--- config.mk ---
export PLATFORM = sky130hd
export DESIGN_NAME = data_cache
export DESIGN_NICKNAME = d
export VERILOG_FILES = /design/src/rtl/data_cache.sv
export SDC_FILE = /design/constraint.sdc
export NUM_CORES = 1
export LEC_CHECK = 0
export BUFFER_PORTS_ARGS = -buffer_cell sky130_fd_sc_hd__buf_2
export CORE_AREA = 2 2 268 270
export DETAILED_ROUTE_END_ITERATION = 6
export DIE_AREA = 0 0 270 272
export GPL_TIMING_DRIVEN = 0
export PLACE_DENSITY = 0.51
export RECOVER_POWER = 100
export SKIP_CTS_REPAIR_TIMING = 1
export SLEW_MARGIN = 20
export SYNTH_ARGS = -nofsm -noshare
export SYNTH_HDL_FRONTEND = slang
export SYNTH_SLANG_ARGS = --single-unit
export TNS_END_PERCENT = 100
--- constraint.sdc ---
create_clock -name CLK -period 5.4 [get_ports CLK]
set_input_delay 1.08 -clock CLK [delete_from_list [all_inputs] [get_ports CLK]]
set_output_delay 1.08 -clock CLK [all_outputs]
set_load 0.01 [all_outputs]
--- src/rtl/data_cache.sv ---
// Direct-mapped, write-back, write-allocate byte cache in front of a 4-byte-block data memory.
// Define DATA_CACHE_STATS_EN to add the hit_count / miss_count ports.
module data_cache #(
  parameter int unsigned INDEX_BITS  = 3,
  parameter int unsigned OFFSET_BITS = 2
) (
  input  logic        CLK,
  input  logic        RESET,
  input  logic        READ,
  input  logic        WRITE,
  input  logic [7:0]  ADDRESS,
  input  logic [7:0]  WRITEDATA,
  output logic [7:0]  READDATA,
  output logic        BUSYWAIT,
  output logic        mem_read,
  output logic        mem_write,
  output logic [5:0]  mem_address,
  output logic [31:0] mem_writedata,
  input  logic [31:0] mem_readdata,
  input  logic        mem_busywait
`ifdef DATA_CACHE_STATS_EN
  ,
  output logic [15:0] hit_count,
  output logic [15:0] miss_count
`endif
);

  localparam int unsigned TAG_W = 6 - INDEX_BITS;
  localparam int unsigned LINES = 1 << INDEX_BITS;

  typedef enum logic [1:0] {
    S_IDLE      = 2'd0,
    S_WRITEBACK = 2'd1,
    S_FETCH     = 2'd2,
    S_UPDATE    = 2'd3
  } state_t;

  state_t r_state;
  state_t w_next;

  logic [LINES-1:0] r_valid;
  logic [LINES-1:0] r_dirty;
  logic [TAG_W-1:0] r_tag  [LINES];
  logic [31:0]      r_data [LINES];
  logic [31:0]      r_fill;
  logic [TAG_W-1:0] r_req_tag;
  logic [INDEX_BITS-1:0] r_req_index;

  logic [TAG_W-1:0]       w_tag;
  logic [INDEX_BITS-1:0]  w_index;
  logic [OFFSET_BITS-1:0] w_offset;
  logic                   w_req;
  logic                   w_hit;
  logic                   w_wr_hit;
  logic                   w_xfer_done;
  logic [TAG_W-1:0]       w_cur_tag;
  logic [INDEX_BITS-1:0]  w_cur_index;
  logic                   w_mem_read;
  logic                   w_mem_write;
  logic [5:0]             w_mem_address;
  logic [31:0]            w_mem_writedata;

  assign w_tag       = ADDRESS[7 -: TAG_W];
  assign w_index     = ADDRESS[OFFSET_BITS +: INDEX_BITS];
  assign w_offset    = ADDRESS[OFFSET_BITS-1:0];
  assign w_req       = READ | WRITE;
  assign w_hit       = r_valid[w_index] && (r_tag[w_index] == w_tag);
  assign w_wr_hit    = (r_state == S_IDLE) && WRITE && w_hit;
  assign w_xfer_done = !mem_busywait;

  // The request is latched while idle so a miss keeps using the address that caused it
  assign w_cur_tag   = (r_state == S_IDLE) ? w_tag   : r_req_tag;
  assign w_cur_index = (r_state == S_IDLE) ? w_index : r_req_index;

  always_ff @(posedge CLK) begin
    if (RESET) begin
      r_state <= S_IDLE;
    end else begin
      r_state <= w_next;
    end
  end

  always_comb begin
    w_next = r_state;
    case (r_state)
      S_IDLE: begin
        if (w_req && !w_hit) begin
          w_next = (r_valid[w_index] && r_dirty[w_index]) ? S_WRITEBACK : S_FETCH;
        end
      end
      S_WRITEBACK: begin
        if (w_xfer_done) w_next = w_req ? S_FETCH : S_IDLE;
      end
      S_FETCH: begin
        if (w_xfer_done) w_next = w_req ? S_UPDATE : S_IDLE;
      end
      S_UPDATE: w_next = S_IDLE;
      default:  w_next = S_IDLE;
    endcase
  end

  // Memory-side values are decoded from the next state and then registered
  always_comb begin
    w_mem_read      = 1'b0;
    w_mem_write     = 1'b0;
    w_mem_address   = '0;
    w_mem_writedata = '0;
    BUSYWAIT        = 1'b1;
    READDATA        = '0;
    case (w_next)
      S_WRITEBACK: begin
        w_mem_write     = 1'b1;
        w_mem_address   = {r_tag[w_cur_index], w_cur_index};
        w_mem_writedata = r_data[w_cur_index];
      end
      S_FETCH: begin
        w_mem_read    = 1'b1;
        w_mem_address = {w_cur_tag, w_cur_index};
      end
      default: ;
    endcase
    if (r_state == S_IDLE) begin
      BUSYWAIT = w_req && !w_hit;
      if (w_hit) READDATA = r_data[w_index][{w_offset, 3'b000} +: 8];
    end
  end

  always_ff @(posedge CLK) begin
    if (RESET) begin
      mem_read      <= 1'b0;
      mem_write     <= 1'b0;
      mem_address   <= '0;
      mem_writedata <= '0;
    end else begin
      mem_read      <= w_mem_read;
      mem_write     <= w_mem_write;
      mem_address   <= w_mem_address;
      mem_writedata <= w_mem_writedata;
    end
  end

  always_ff @(posedge CLK) begin
    if (RESET) begin
      r_valid <= '0;
      r_dirty <= '0;
    end else if (r_state == S_UPDATE) begin
      r_valid[r_req_index] <= 1'b1;
      r_dirty[r_req_index] <= 1'b0;
    end else if (w_wr_hit) begin
      r_dirty[w_index] <= 1'b1;
    end
  end

  // Line contents are never cleared; a reset mid-miss leaves the line untouched
  always_ff @(posedge CLK) begin
    if (!RESET) begin
      if (r_state == S_IDLE) begin
        r_req_tag   <= w_tag;
        r_req_index <= w_index;
      end
      if (r_state == S_FETCH && w_xfer_done) r_fill <= mem_readdata;
      if (r_state == S_UPDATE) begin
        r_tag[r_req_index]  <= r_req_tag;
        r_data[r_req_index] <= r_fill;
      end else if (w_wr_hit) begin
        r_data[w_index][{w_offset, 3'b000} +: 8] <= WRITEDATA;
      end
    end
  end

`ifdef DATA_CACHE_STATS_EN
  logic r_from_update;

  // The IDLE cycle right after a fill is a re-evaluation, not a new request
  always_ff @(posedge CLK) begin
    if (RESET) begin
      r_from_update <= 1'b0;
      hit_count     <= '0;
      miss_count    <= '0;
    end else begin
      r_from_update <= (r_state == S_UPDATE);
      if (r_state == S_IDLE && w_req && w_hit && !r_from_update && hit_count != 16'hFFFF) begin
        hit_count <= hit_count + 16'd1;
      end
      if (r_state == S_IDLE && w_next != S_IDLE && miss_count != 16'hFFFF) begin
        miss_count <= miss_count + 16'd1;
      end
    end
  end
`endif

endmodule

# Word level (Yosys, flattened, before mapping)
# Memories as Yosys holds them, arrays and structs flattened. A register that Yosys moved wholly into a read port is not among the register bits.
# Cells that the tools add are included.
# op_classes
add_sub_neg,1
n_mul,0
div_mod_pow,0
n_lt_le_gt_ge,4
n_eq_ne,6
n_shift,3
muxes,35
n_bitwise,7
n_reduce_logical,15
# op_table
cell,count
32-bit two-way mux,3
8-bit two-way mux,4
32-bit OR reduction,1
8-bit by 7-bit variable shift with 32-bit output (first input constant),1
32-bit by 6-bit variable part select with 8-bit output,1
8-bit by 7-bit variable part select with 32-bit output,1
8-bit OR,2
1-bit two-way mux,13
2-bit two-way mux,6
6-bit case mux with 2 select lines,1
3-bit two-way mux,3
8-bit AND,1
1-bit logical AND,8
3-bit by 4-bit < comparator with 1-bit output (second input constant),2
8-bit NOT,1
2-bit case mux with 4 select lines,1
5-bit negator with 7-bit output,1
1-bit binary-select mux with 3-bit select,2
1-bit demux with 3-bit select,2
2-bit == test (second input constant),3
3-bit by 1-bit greater-or-equal comparator with 1-bit output (second input constant),2
2-bit by 1-bit == test with 1-bit output (second input constant),2
3-bit == test,1
1-bit logical NOT,2
other kinds (6),7
# totals
reg_bits,64
latch_bits,0
mem_bits_rw,280
rom_bits,0
out_inout_bits,49
n_memories,2
# memory_table
memory,words,word_bits,read_ports,rd_clocked_by_memory_dff,write_ports,line,rtl
r_data,8,32,2,1,1,44,logic [31:0] r_data [LINES];
r_tag,8,3,2,0,1,43,logic [TAG_W-1:0] r_tag [LINES];

# Depth between registers and ports, before layout
# logic_depth
word_depth,10
depth_mapped,13
ltp_nobuf,11

# Least setup slack after synthesis
# No wires, ideal clock.
# synth_timing
kind,input -> register
from,input port ADDRESS[0]
to,"memory r_data[7][16], enable pin"
setup_time_ns,0.419
t_arrival_ns,4.145
path_slack_ns,0.835
stages,9
n_path_buf,3
cell_sequence,clkbuf_1 -> inv_1 -> clkbuf_1 -> ha_1 -> or4_1 -> buf_1 -> nand2_1 -> nor4_4 -> a2111oi_0
# synth_via
elab_chain_len,5
# synth_rtl
item,line,rtl
from (decl),11,"input logic [7:0] ADDRESS,"
5-bit negator with 7-bit output (*),166,"r_data[w_index][{w_offset, 3'b000} +: 8] <= WRITEDATA;"
8-bit by 7-bit variable shift with 32-bit output (*),166,
32-bit two-way mux (implied by the code) (*),166,
32-bit OR reduction (no source line),--,
3-bit two-way mux (no source line) or 32-bit two-way mux (tied branches),--,
to (decl),44,
# Every way passes the cells marked *; elsewhere a longest branch is shown, timed or not.

# Worst setup path in the final report
# layout_timing
from,input port ADDRESS[3]
to,output port READDATA[3]
# layout_via
elab_chain_len,5
# layout_rtl
item,line,rtl
branches (longest 3 deep; another with memory 8 x 32 bit),--,
8-bit two-way mux (*),124,"if (w_hit) READDATA = r_data[w_index][{w_offset, 3'b000} +: 8];"
8-bit two-way mux (*),122,if (r_state == S_IDLE) begin
to (decl),13,"output logic [7:0] READDATA,"
# Every way passes the cells marked *. The select of a mux whose other input is x is not followed.

==> impl_metrics.env <==
export IMPL_dpl_cell_area_um2=19800
export IMPL_synth_nets=1598
export IMPL_fp_dieH_um=272
export IMPL_period_needed_ns=5.632
export IMPL_synth_most_common_cell="nand2_1"
export IMPL_r2r_slack_ns=1.33
export IMPL_max_slew_margin_rel=0.1299
export IMPL_ys_types=58
export IMPL_crit_start="ADDRESS[3]"
export IMPL_worstMarginPinSlew_ns=1.293
export IMPL_grt_overflow=0
export IMPL_synth_edf_count=318
export IMPL_netlist_area_um2=17550
export IMPL_reg2reg_depth=9
export IMPL_worst_slack_ns=-0.2324
export IMPL_slew_viol_final=0
export IMPL_highest_layer="met5"
export IMPL_crit_required_ns=4.32
export IMPL_p_per_area_nw_per_um2=325.7
export IMPL_finalHoldViolations=0
export IMPL_rr_endpoint="r_data[4][3]"
export IMPL_insertion_delay_ns=0.60
export IMPL_cts_tree="built"
export IMPL_ys_flop_type="edfxtp_1"
export IMPL_wl_met3_um=9415
export IMPL_htreeDepth=2
export IMPL_crit_fanout=10
export IMPL_skew_ns=0.02222
export IMPL_status="finished, violations left"
export IMPL_antenna_found_initial=1
export IMPL_vias=14651
export IMPL_worstSetupEndpointType="output pin"
export IMPL_avgSynthCellArea_um2=11.41
export IMPL_synth_top_area_frac=0.5440
export IMPL_ys_top_cells_by_count="nand2_1, edfxtp_1, nand3_1"
export IMPL_post_dp_hpwl_um=52040
export IMPL_start_util=0.2481
export IMPL_place_gp_congestion=0.9574
export IMPL_vias_per_cell=5.355
export IMPL_wl_met1_um=29110
export IMPL_clk_pin_slew_ns=0.06
export IMPL_grtUsageTotal=0.1935
export IMPL_dieArea_um2=73440
export IMPL_postSynthCellCount=1539
export IMPL_rows=98
export IMPL_setup_viol=6
export IMPL_grt_pass1_wl_um=103000
export IMPL_fin_nets=1810
export IMPL_avgRoutedWirePerCell_um=26.54
export IMPL_io_pins=102
export IMPL_total_power_mw=6.910
export IMPL_rsz0062_at_grt="true"
export IMPL_yosysSeqAreaShare=0.6102
export IMPL_final_core_util=0.2998
export IMPL_chipWidth_um=270
export IMPL_numCtsBuffers=43
export IMPL_async_flop_share=0
export IMPL_core_region_area_um2=70750
export IMPL_clock_sinks=376
export IMPL_fmax_ghz=0.1775
export IMPL_first_pass_iters=7
export IMPL_cp_start_kind="input pin"
export IMPL_violations="DRC, setup timing"
export IMPL_max_vdd_ir_drop_uv=242.3
export IMPL_synth_seq_cells=376
export IMPL_maxCapViolCount=0
export IMPL_timing_rr_start="r_state[1]"
export IMPL_port_buffers=98
export IMPL_endpoint="READDATA[3]"
export IMPL_dr_wl_met2_um=31030
export IMPL_synth_warnings=0
export IMPL_hold_path_class="reg2reg"
export IMPL_drt_first_iter_violations=2170
export IMPL_grt_max_degree=16
export IMPL_clock_root_buffer="clkbuf_16"
export IMPL_preCtsSetupSlack_ns=-1.095
export IMPL_postRouteAntennaNets=0
export IMPL_crit_type="in2out"
export IMPL_drt_wl_total_um=72610
export IMPL_cts_path_max_buffers=3
export IMPL_p_leak_nw=7.426
export IMPL_min_period_over_period=1.043
export IMPL_synth_area_leader_cell="edfxtp_1"
export IMPL_synth_area_leaders="edfxtp_1, nand2_1, dfxtp_1"
export IMPL_cp_arrival_ns=4.55
export IMPL_synthToLayoutAreaGrowth_pct=20.85
export IMPL_stdcell_area_um2=21210
export IMPL_drc=10
export IMPL_drive_gt1_frac=0.1916
export IMPL_grt_pass1_vias=14406
-- critical path: stages --
cell and delay, ns:
buf_2 0.20, buf_2 0.45, clkbuf_4 0.47, clkbuf_2 0.41, nor2_1 0.11, a2111oi_2 0.59, a21oi_1 0.21, a2111oi_2 0.76
buf_2 0.26
-- state kept, by name (all words and copies together), names as in the netlist --
register,flops
r_valid,8
r_req_tag,3
mem_read,1
mem_address,6
r_data,256
r_tag,24
r_dirty,8
mem_writedata,32
r_req_index,3
r_state,2
mem_write,1
r_fill,32
-- metrics by stage --
step	cells	TNS [ns]	hold WS (ns)
2_1_floorplan	1539	0	0.4211
3_3_place_gp	2587	-599.05	0.4290
3_5_place_dp	2654	-225.75	0.4362
4_1_cts	2733	-16.51	0.4513
5_1_grt	2735	-0.4400	0.4640
6_report	2736	-0.6477	0.4454
-- cells by family (layout without fill, tap and decap cells) --
| group | Yosys count | in the layout | synth area share |
|---|---|---|---|
| simple gates | 630 | 630 | 0.1577 |
| buf+inv | 157 | 403 | 0.03849 |
| fa+ha+maj | 6 | 6 | 0.004277 |
| mux | 122 | 122 | 0.09316 |
| compound gates | 248 | 248 | 0.09616 |
| flops | 376 | 376 | 0.6102 |
| other cells | 0 | 1 | 0 |
-- per-layer routing --
metal	GRT usage	up-vias
met2	0.2899	1066
met1	0.2584	7213
met4	0.08056	2
li1	-	6174
met5	0	-
met3	0.06004	196
-- placed cells by master (no fill, tap or decap), types with 35 or more instances in the layout --
| cell | count |
|---|---|
| a2111oi_2 | 35 |
| o21ai_0 | 36 |
| a21oi_1 | 59 |
| inv_1 | 43 |
| clkbuf_1 | 108 |
| nand2_1 | 326 |
| buf_2 | 137 |
| dfxtp_1 | 58 |
| edfxtp_1 | 318 |
| o22ai_1 | 41 |
| nand3_1 | 198 |
| clkbuf_16 | 43 |
| nor2_1 | 45 |
| mux2i_1 | 64 |
-- where the power goes --
part | switching, mW | internal, mW | leakage (nW)
Sequential | 0.0108 | 3.15 | 3.34
Combinational | 0.625 | 0.221 | 3.44
Clock | 1.26 | 1.64 | 0.650
-- worst min path at each step --
stage	from	end	depth (start not counted)
6_report	r_valid[2]	r_valid[2]	1
5_1_grt	r_valid[3]	r_valid[3]	1
4_1_cts	r_valid[3]	r_valid[3]	1
3_5_place_dp	r_valid[3]	r_valid[3]	1
3_3_place_gp	r_valid[4]	r_valid[4]	1
2_1_floorplan	r_valid[2]	r_valid[2]	1
-- final cells by class --
cell class | count | area, um2
Multi-Input combinational cell | 1006 | 6422
Clock buffer | 56 | 1135
Tap cell | 950 | 1189
Antenna cell | 1 | 2.502
Fill cell | 7291 | 49540
Inverter | 46 | 172.7
Buffer | 110 | 514.2
Sequential cell | 376 | 10710
Clock inverter | 23 | 227.7
Timing Repair Buffer | 168 | 839.6
No activity file was read; power rests on OpenSTA's default activity.
